## src/rtl/rv_pipe_pkg.sv

```systemverilog
// Shared fetch-path types and constants for the 5-stage pipeline front end.
// Latency: n/a (types only).
// Backpressure: n/a (types only).
package rv_pipe_pkg;

    // Fetch sequencer states; FAULT is only left through reset.
    typedef enum logic [1:0] {
        IDLE  = 2'd0,
        RUN   = 2'd1,
        FAULT = 2'd2
    } fetch_state_t;

    // One fetched instruction together with the address it came from.
    typedef struct packed {
        logic [31:0] pc;
        logic [31:0] instr;
    } fetch_entry_t;

    localparam int unsigned INSTR_BYTES = 4;
    localparam logic [31:0] NOP_INSTR   = 32'h0000_0013;

endpackage

```

## src/rtl/fetch_controller_if.sv

```systemverilog
// Groups the instruction-memory, redirect, IF/ID handshake and fault signals.
// Latency: n/a (wiring only).
// Backpressure: out_ready from IF/ID stalls delivery of out_* from the fetch buffer.
//
// master (fetch_controller): drives imem_addr, out_valid/out_instr/out_pc, fault/fault_pc;
//                            samples fetch_en, imem_rdata, redirect_valid/redirect_pc, out_ready.
// slave  (environment)     : the mirror image.
interface fetch_controller_if;

    logic        fetch_en;
    logic [31:0] imem_addr;
    logic [31:0] imem_rdata;
    logic        redirect_valid;
    logic [31:0] redirect_pc;
    logic        out_valid;
    logic        out_ready;
    logic [31:0] out_instr;
    logic [31:0] out_pc;
    logic        fault;
    logic [31:0] fault_pc;

    modport master (
        input  fetch_en,
        input  imem_rdata,
        input  redirect_valid,
        input  redirect_pc,
        input  out_ready,
        output imem_addr,
        output out_valid,
        output out_instr,
        output out_pc,
        output fault,
        output fault_pc
    );

    modport slave (
        output fetch_en,
        output imem_rdata,
        output redirect_valid,
        output redirect_pc,
        output out_ready,
        input  imem_addr,
        input  out_valid,
        input  out_instr,
        input  out_pc,
        input  fault,
        input  fault_pc
    );

endinterface

```

## src/rtl/fetch_skid_buffer.sv

```systemverilog
// Two-entry FIFO of fetch entries with synchronous clear; head is driven from registers.
// Latency: a push is visible at head_o one cycle later (after the edge).
// Backpressure: push is accepted only when not full or when a pop happens in the same cycle.
//
// Ports: clk/rst; push_i + push_dat_i write at the tail; pop_i advances the head;
//        clear_i empties the buffer and wins over push/pop; count_o = occupancy; head_o = oldest entry.
module fetch_skid_buffer
    import rv_pipe_pkg::*;
(
    input  logic         clk,
    input  logic         rst,
    input  logic         push_i,
    input  fetch_entry_t push_dat_i,
    input  logic         pop_i,
    input  logic         clear_i,
    output logic [1:0]   count_o,
    output fetch_entry_t head_o
);

    fetch_entry_t entry_q [2];
    logic         head_q;
    logic         head_d;
    logic [1:0]   count_q;
    logic [1:0]   count_d;
    logic         pop_ok;
    logic         push_ok;
    logic         tail_idx;

    always_comb begin
        pop_ok   = pop_i && (count_q != 2'd0);
        push_ok  = push_i && ((count_q != 2'd2) || pop_ok);
        // With two slots the tail is the head when count is 0 or 2, the other slot when 1.
        // At count 2 with a simultaneous pop the write lands in the slot being vacated.
        tail_idx = head_q ^ count_q[0];
        head_d   = head_q;
        count_d  = count_q;
        if (clear_i) begin
            head_d  = 1'b0;
            count_d = 2'd0;
        end else begin
            if (pop_ok) begin
                head_d = ~head_q;
            end
            count_d = count_q + {1'b0, push_ok} - {1'b0, pop_ok};
        end
    end

    always_ff @(posedge clk or posedge rst) begin
        if (rst) begin
            head_q  <= 1'b0;
            count_q <= 2'd0;
            for (int i = 0; i < 2; i++) begin
                entry_q[i] <= '0;
            end
        end else begin
            head_q  <= head_d;
            count_q <= count_d;
            if (push_ok && !clear_i) begin
                entry_q[tail_idx] <= push_dat_i;
            end
        end
    end

    assign count_o = count_q;
    assign head_o  = entry_q[head_q];

endmodule

```

## src/rtl/fetch_controller.sv

```systemverilog
// Owns the PC, sequences the combinational instruction memory and feeds IF/ID via a 2-entry buffer.
// Latency: a fetch at edge N shows out_valid after N; a redirect shows target data 2 cycles later.
// Backpressure: out_ready low fills the buffer to 2, then fetching stops and the PC holds.
//
// Ports: clk, rst (async, active high); bus (fetch_controller_if.master) carrying
//        fetch_en, imem_addr/imem_rdata, redirect_valid/redirect_pc,
//        out_valid/out_ready/out_instr/out_pc and the sticky fault/fault_pc.
module fetch_controller
    import rv_pipe_pkg::*;
#(
    parameter logic [31:0] RESET_PC  = 32'h0000_0000,
    parameter int unsigned MEM_DEPTH = 256,
    parameter int unsigned BUF_DEPTH = 2
) (
    input  logic                      clk,
    input  logic                      rst,
    fetch_controller_if.master        bus
);

    localparam logic [31:0] PC_LIMIT = 32'(MEM_DEPTH * INSTR_BYTES);
    localparam logic [1:0]  BUF_FULL = 2'(BUF_DEPTH);

    fetch_state_t state_q;
    logic [31:0]  pc_q;
    logic         fault_q;
    logic [31:0]  fault_pc_q;

    logic [1:0]   count;
    fetch_entry_t head;
    fetch_entry_t push_dat;
    logic         pc_legal;
    logic         pop;
    logic         push;
    logic         clear;

    always_comb begin
        pc_legal = (pc_q[1:0] == 2'b00) && (pc_q < PC_LIMIT);
        pop      = (count != 2'd0) && bus.out_ready;
        // Only a redirect while running discards wrong-path entries; in IDLE it just moves the PC.
        clear    = bus.redirect_valid && (state_q == RUN);
        push     = (state_q == RUN) && bus.fetch_en && !bus.redirect_valid && pc_legal
                   && ((count < BUF_FULL) || pop);
        push_dat = '{pc: pc_q, instr: bus.imem_rdata};
    end

    always_ff @(posedge clk or posedge rst) begin
        if (rst) begin
            state_q    <= IDLE;
            pc_q       <= RESET_PC;
            fault_q    <= 1'b0;
            fault_pc_q <= '0;
        end else begin
            case (state_q)
                IDLE: begin
                    if (bus.redirect_valid) begin
                        pc_q <= bus.redirect_pc;
                    end
                    if (bus.fetch_en) begin
                        state_q <= RUN;
                    end
                end
                RUN: begin
                    // Redirect outranks the legality check so a bad PC can be steered away.
                    if (bus.redirect_valid) begin
                        pc_q <= bus.redirect_pc;
                        if (!bus.fetch_en) begin
                            state_q <= IDLE;
                        end
                    end else if (!bus.fetch_en) begin
                        state_q <= IDLE;
                    end else if (!pc_legal) begin
                        state_q    <= FAULT;
                        fault_q    <= 1'b1;
                        fault_pc_q <= pc_q;
                    end else if (push) begin
                        pc_q <= pc_q + 32'(INSTR_BYTES);
                    end
                end
                FAULT: begin
                    state_q <= FAULT;
                end
                default: begin
                    state_q <= IDLE;
                end
            endcase
        end
    end

    fetch_skid_buffer u_buf (
        .clk        (clk),
        .rst        (rst),
        .push_i     (push),
        .push_dat_i (push_dat),
        .pop_i      (pop),
        .clear_i    (clear),
        .count_o    (count),
        .head_o     (head)
    );

    assign bus.imem_addr = pc_q;
    assign bus.out_valid = (count != 2'd0);
    assign bus.out_instr = head.instr;
    assign bus.out_pc    = head.pc;
    assign bus.fault     = fault_q;
    assign bus.fault_pc  = fault_pc_q;

endmodule
```

## src/flat_wrapper.sv

```systemverilog
// flat-port wrapper written by rule: the top's interface ports become plain ports
module fetch_controller_flat import rv_pipe_pkg::*;
#(
    parameter logic [31:0] RESET_PC  = 32'h0000_0000,
    parameter int unsigned MEM_DEPTH = 256,
    parameter int unsigned BUF_DEPTH = 2
)
  (clk, rst, bus_fetch_en, bus_imem_rdata, bus_redirect_valid, bus_redirect_pc, bus_out_ready, bus_imem_addr, bus_out_valid, bus_out_instr, bus_out_pc, bus_fault, bus_fault_pc);
  fetch_controller_if bus_i ();
  input  logic clk;
  input  logic rst;
  input wire logic [$bits(bus_i.fetch_en)-1:0] bus_fetch_en;
  input wire logic [$bits(bus_i.imem_rdata)-1:0] bus_imem_rdata;
  input wire logic [$bits(bus_i.redirect_valid)-1:0] bus_redirect_valid;
  input wire logic [$bits(bus_i.redirect_pc)-1:0] bus_redirect_pc;
  input wire logic [$bits(bus_i.out_ready)-1:0] bus_out_ready;
  output wire logic [$bits(bus_i.imem_addr)-1:0] bus_imem_addr;
  output wire logic [$bits(bus_i.out_valid)-1:0] bus_out_valid;
  output wire logic [$bits(bus_i.out_instr)-1:0] bus_out_instr;
  output wire logic [$bits(bus_i.out_pc)-1:0] bus_out_pc;
  output wire logic [$bits(bus_i.fault)-1:0] bus_fault;
  output wire logic [$bits(bus_i.fault_pc)-1:0] bus_fault_pc;
  assign bus_i.fetch_en = bus_fetch_en;
  assign bus_i.imem_rdata = bus_imem_rdata;
  assign bus_i.redirect_valid = bus_redirect_valid;
  assign bus_i.redirect_pc = bus_redirect_pc;
  assign bus_i.out_ready = bus_out_ready;
  assign bus_imem_addr = bus_i.imem_addr;
  assign bus_out_valid = bus_i.out_valid;
  assign bus_out_instr = bus_i.out_instr;
  assign bus_out_pc = bus_i.out_pc;
  assign bus_fault = bus_i.fault;
  assign bus_fault_pc = bus_i.fault_pc;
  fetch_controller #(.RESET_PC(RESET_PC), .MEM_DEPTH(MEM_DEPTH), .BUF_DEPTH(BUF_DEPTH)) u_core (.clk(clk), .rst(rst), .bus(bus_i));
endmodule
```

## config.mk

```make
export PLATFORM = sky130hd
export DESIGN_NAME = fetch_controller_flat
export DESIGN_NICKNAME = d
export VERILOG_FILES = /design/src/rtl/rv_pipe_pkg.sv /design/src/rtl/fetch_controller_if.sv /design/src/rtl/fetch_skid_buffer.sv /design/src/rtl/fetch_controller.sv /design/src/flat_wrapper.sv
export SDC_FILE = /design/constraint.sdc
export NUM_CORES = 1
export LEC_CHECK = 0
export ABC_AREA = 1
export CORE_UTILIZATION = 50
export CTS_CLUSTER_SIZE = 40
export DETAILED_ROUTE_END_ITERATION = 10
export PLACE_DENSITY = 0.75
export SLEW_MARGIN = 20
export SYNTH_ARGS = -nofsm -noshare
export SYNTH_HDL_FRONTEND = slang
export SYNTH_SLANG_ARGS = --single-unit
```

## constraint.sdc

```tcl
create_clock -name clk -period 11.9 [get_ports clk]
set_input_delay 2.38 -clock clk [delete_from_list [all_inputs] [get_ports clk]]
set_output_delay 2.38 -clock clk [all_outputs]
set_load 0.01 [all_outputs]
```

==> impl_metrics.csv <==
group,metric,value,unit
run_status,status,"finished clean",
yosys,syn_avg_cell_area,7.83,µm²
global_routing,grt_pass1_vias,7567,
clocking,cts-buffers-inserted,17,
yosys,synth.distinct_cells,30,
hold_path,holdCritPathClass,"reg2reg",
power,leakage,6.05,nW
global_routing,antenna_found_initial,0,
timing,fmax,196,MHz
global_routing,use_met2,42.3,%
setup_path,timing.rr.start,"u_core.state_q[1]",
yosys,syn_nets,1243,
placed_design,io_buffers,198,
layout,nNetsFinal,1408,
clocking,cts_root_buf,"clkbuf_16",
floorplanning,initial_utilization,51.1,%
clocking,cts_tree,"built",
global_routing,grt_max_degree,118,
yosys,ys_warn_count,0,
floorplanning,die_area,0.0189,mm²
setup_path,critPathKind,"reg2out",
yosys,synth_seq_area_share,54.0,%
setup_path,crit_path_end_kind,"primary output",
global_routing,grt_usage,25.9,%
layout,area_growth,29.3,%
clocking,clk_latency,0.43,ns
clocking,cts-hold-fix-buffers,0,
timing,rsz0062_at_grt,"no",
timing,finClkSkew,0.00966,ns
power,power_density,148,mW/mm²
floorplanning,die_h,137,µm
floorplanning,fp.dieW,137,µm
timing,hold_viol,0,
timing,setup_viol,0,
route,drtIter0Drc,604,
global_routing,grt_pass1_wl,37600,µm
route,routedWlPerCell,14.9,µm
floorplanning,fp-row-count,49,
yosys,netlist_instances,1172,
layout,postLayoutCoreUtil,66.1,%
setup_path,worst_ep_required_time,9.52,ns
setup_path,r2r_slack,8.87,ns
layout,diodes,0,
clocking,ctsResizeCount,0,
clocking,ctsLongestPathBuffers,2,
route,ant_nets,0,
floorplanning,core,0.0180,mm²
layout,layout-drive-gt1-share,5.85,%
clocking,clk_pin_slew,0.07,ns
global_routing,top_usage_layer,"met2",
timing,drv_slew,0,
timing,finalCritPeriodShare,42.9,%
timing,period_needed,5.11,ns
route,dr.pass1.iters,7,
route,viasPerCell,5.08,
route,vias,8029,
global_routing,globalRouteMet1Util,34.2,%
route,post-route-drc-count,0,
clocking,clock_sinks,198,
setup_path,start_kind,"flop",
floorplanning,pin_count,199,
clocking,h-tree-depth,4,
flow_run,maxCapViolCount,0,
global_routing,grtUsageMet3,6.29,%
yosys,ys_ff_latch,198,
power,peakVddDrop,0.000134,V
setup_path,crit_path_max_fanout,107,
layout,layout_common_cells,"nand2_1 (431), clkdlybuf4s50_1 (198), dfrtp_1 (197)",
setup_path,worstPathArrival,2.73,ns
layout,final_common_cell,"nand2_1",
route,routed_wl,23600,µm
hold_path,min-delay-start,"u_core.u_buf.entry_q[63]",
setup_path,startpoint,"u_core.u_buf.head_q",
timing,fin_tns_setup,0,ns
placed_design,place_hpwl,15500,µm
yosys,synthesis.area,0.00917,mm²
timing,max_slew_margin,28.1,%
clocking,cts_setup_buffers,0,
global_routing,grt.overflow.total,0,
timing,worst-slew-pin-transition,1.08,ns
placed_design,globalplace.congestion,0.947,
[sequential cells by signal (all words and copies together) (netlist names)]
| signal | cells |
|---|---|
| u_core.bus.fault | 1 |
| u_core.u_buf.entry_q | 128 |
| u_core.state_q | 2 |
| u_core.u_buf.count_o | 2 |
| u_core.u_buf.head_q | 1 |
| u_core.bus.fault_pc | 32 |
| u_core.bus.imem_addr | 32 |
[path summary, 6_finish.rpt]
| path | to | depth (start not counted) |
|---|---|---|
| setup / recovery | bus_out_pc[19] | 4 |
| hold / removal | u_core.u_buf.entry_q[63] | 2 |
| setup reg to reg | u_core.u_buf.count_o[1] | 14 |
| hold reg to reg | u_core.u_buf.entry_q[63] | 2 |
| max in group asynchronous | u_core.u_buf.head_q | 3 |
| min in group asynchronous | u_core.bus.fault_pc[12] | 2 |
[synth_stat cells]
library cell	n	area share [%]
nand3_4	1	0.19
inv_1	122	5.0
nand3_1	45	2.5
nor3_4	1	0.18
buf_4	3	0.25
o21ai_1	10	0.55
nand4_1	3	0.20
ha_1	2	0.27
nor2_8	1	0.22
mux2i_1	3	0.33
nand2_2	2	0.14
inv_2	17	0.70
xnor2_2	1	0.18
xor2_1	7	0.67
nor2_1	66	2.7
a21oi_1	9	0.49
buf_2	24	1.3
nor2_2	3	0.20
a31oi_1	1	0.068
or2_2	11	0.75
o21ai_0	166	9.1
buf_1	1	0.041
o211ai_1	2	0.16
xnor2_1	1	0.095
clkbuf_1	29	1.2
nor2_4	2	0.25
nand2_1	432	18
o22ai_1	3	0.20
a22oi_1	6	0.49
dfrtp_1	198	54
[layer usage]
metal  part of all wire (%)  vias to the layer above
met5                      0                        -
met4                    1.7                        0
met3                    6.9                       26
met2                     49                      273
met1                     43                     3768
li1                       -                     3962
[report_power, final]
group | leakage [nW] | internal, mW | switching [mW]
Clock | 0.293 | 0.334 | 0.260
Combinational | 3.31 | 0.196 | 0.209
Sequential | 2.45 | 0.684 | 0.0699
[cells by family (layout without fill, tap and decap cells)]
family | after synthesis | count (layout) | synth area share (%)
simple gates | 567 | 567 | 25.0
flops | 198 | 198 | 54.0
compound gates | 197 | 197 | 11.0
buf+inv | 196 | 374 | 8.47
xor+xnor | 9 | 9 | 0.941
mux | 3 | 3 | 0.327
fa+ha+maj | 2 | 2 | 0.273
[final cells by class]
| cell class | count | area, µm² |
|---|---|---|
| sequential | 198 | 4960 |
| multi-input combinational | 778 | 3460 |
| inverter | 139 | 529 |
| tap | 229 | 287 |
| timing repair buffer | 203 | 2020 |
| clock buffer | 18 | 429 |
| fill | 1543 | 6100 |
| clock inverter | 14 | 175 |
[worst max-delay path, cell delays in order (launching register included)]
cell and delay [ns]:
dfrtp_4 1.11, inv_2 0.46, nand2_1 0.16, nand2_1 0.07
clkdlybuf4s50_1 0.49
[through the flow]
step           setup slack, ns  cell area, µm²  instances  total power [mW]  hold WS [ns]
2_1_floorplan             4.12            9170       1172             0.928         0.436
3_3_place_gp              6.64           11300       1547              1.17         0.448
3_5_place_dp              6.52           11300       1547              1.18         0.452
4_1_cts                   6.73           11900       1579              1.77         0.471
5_1_grt                   6.53           11900       1579              1.83         0.487
6_report                  6.79           11900       1579              1.75         0.468
Power figures use the tool's default switching activity.
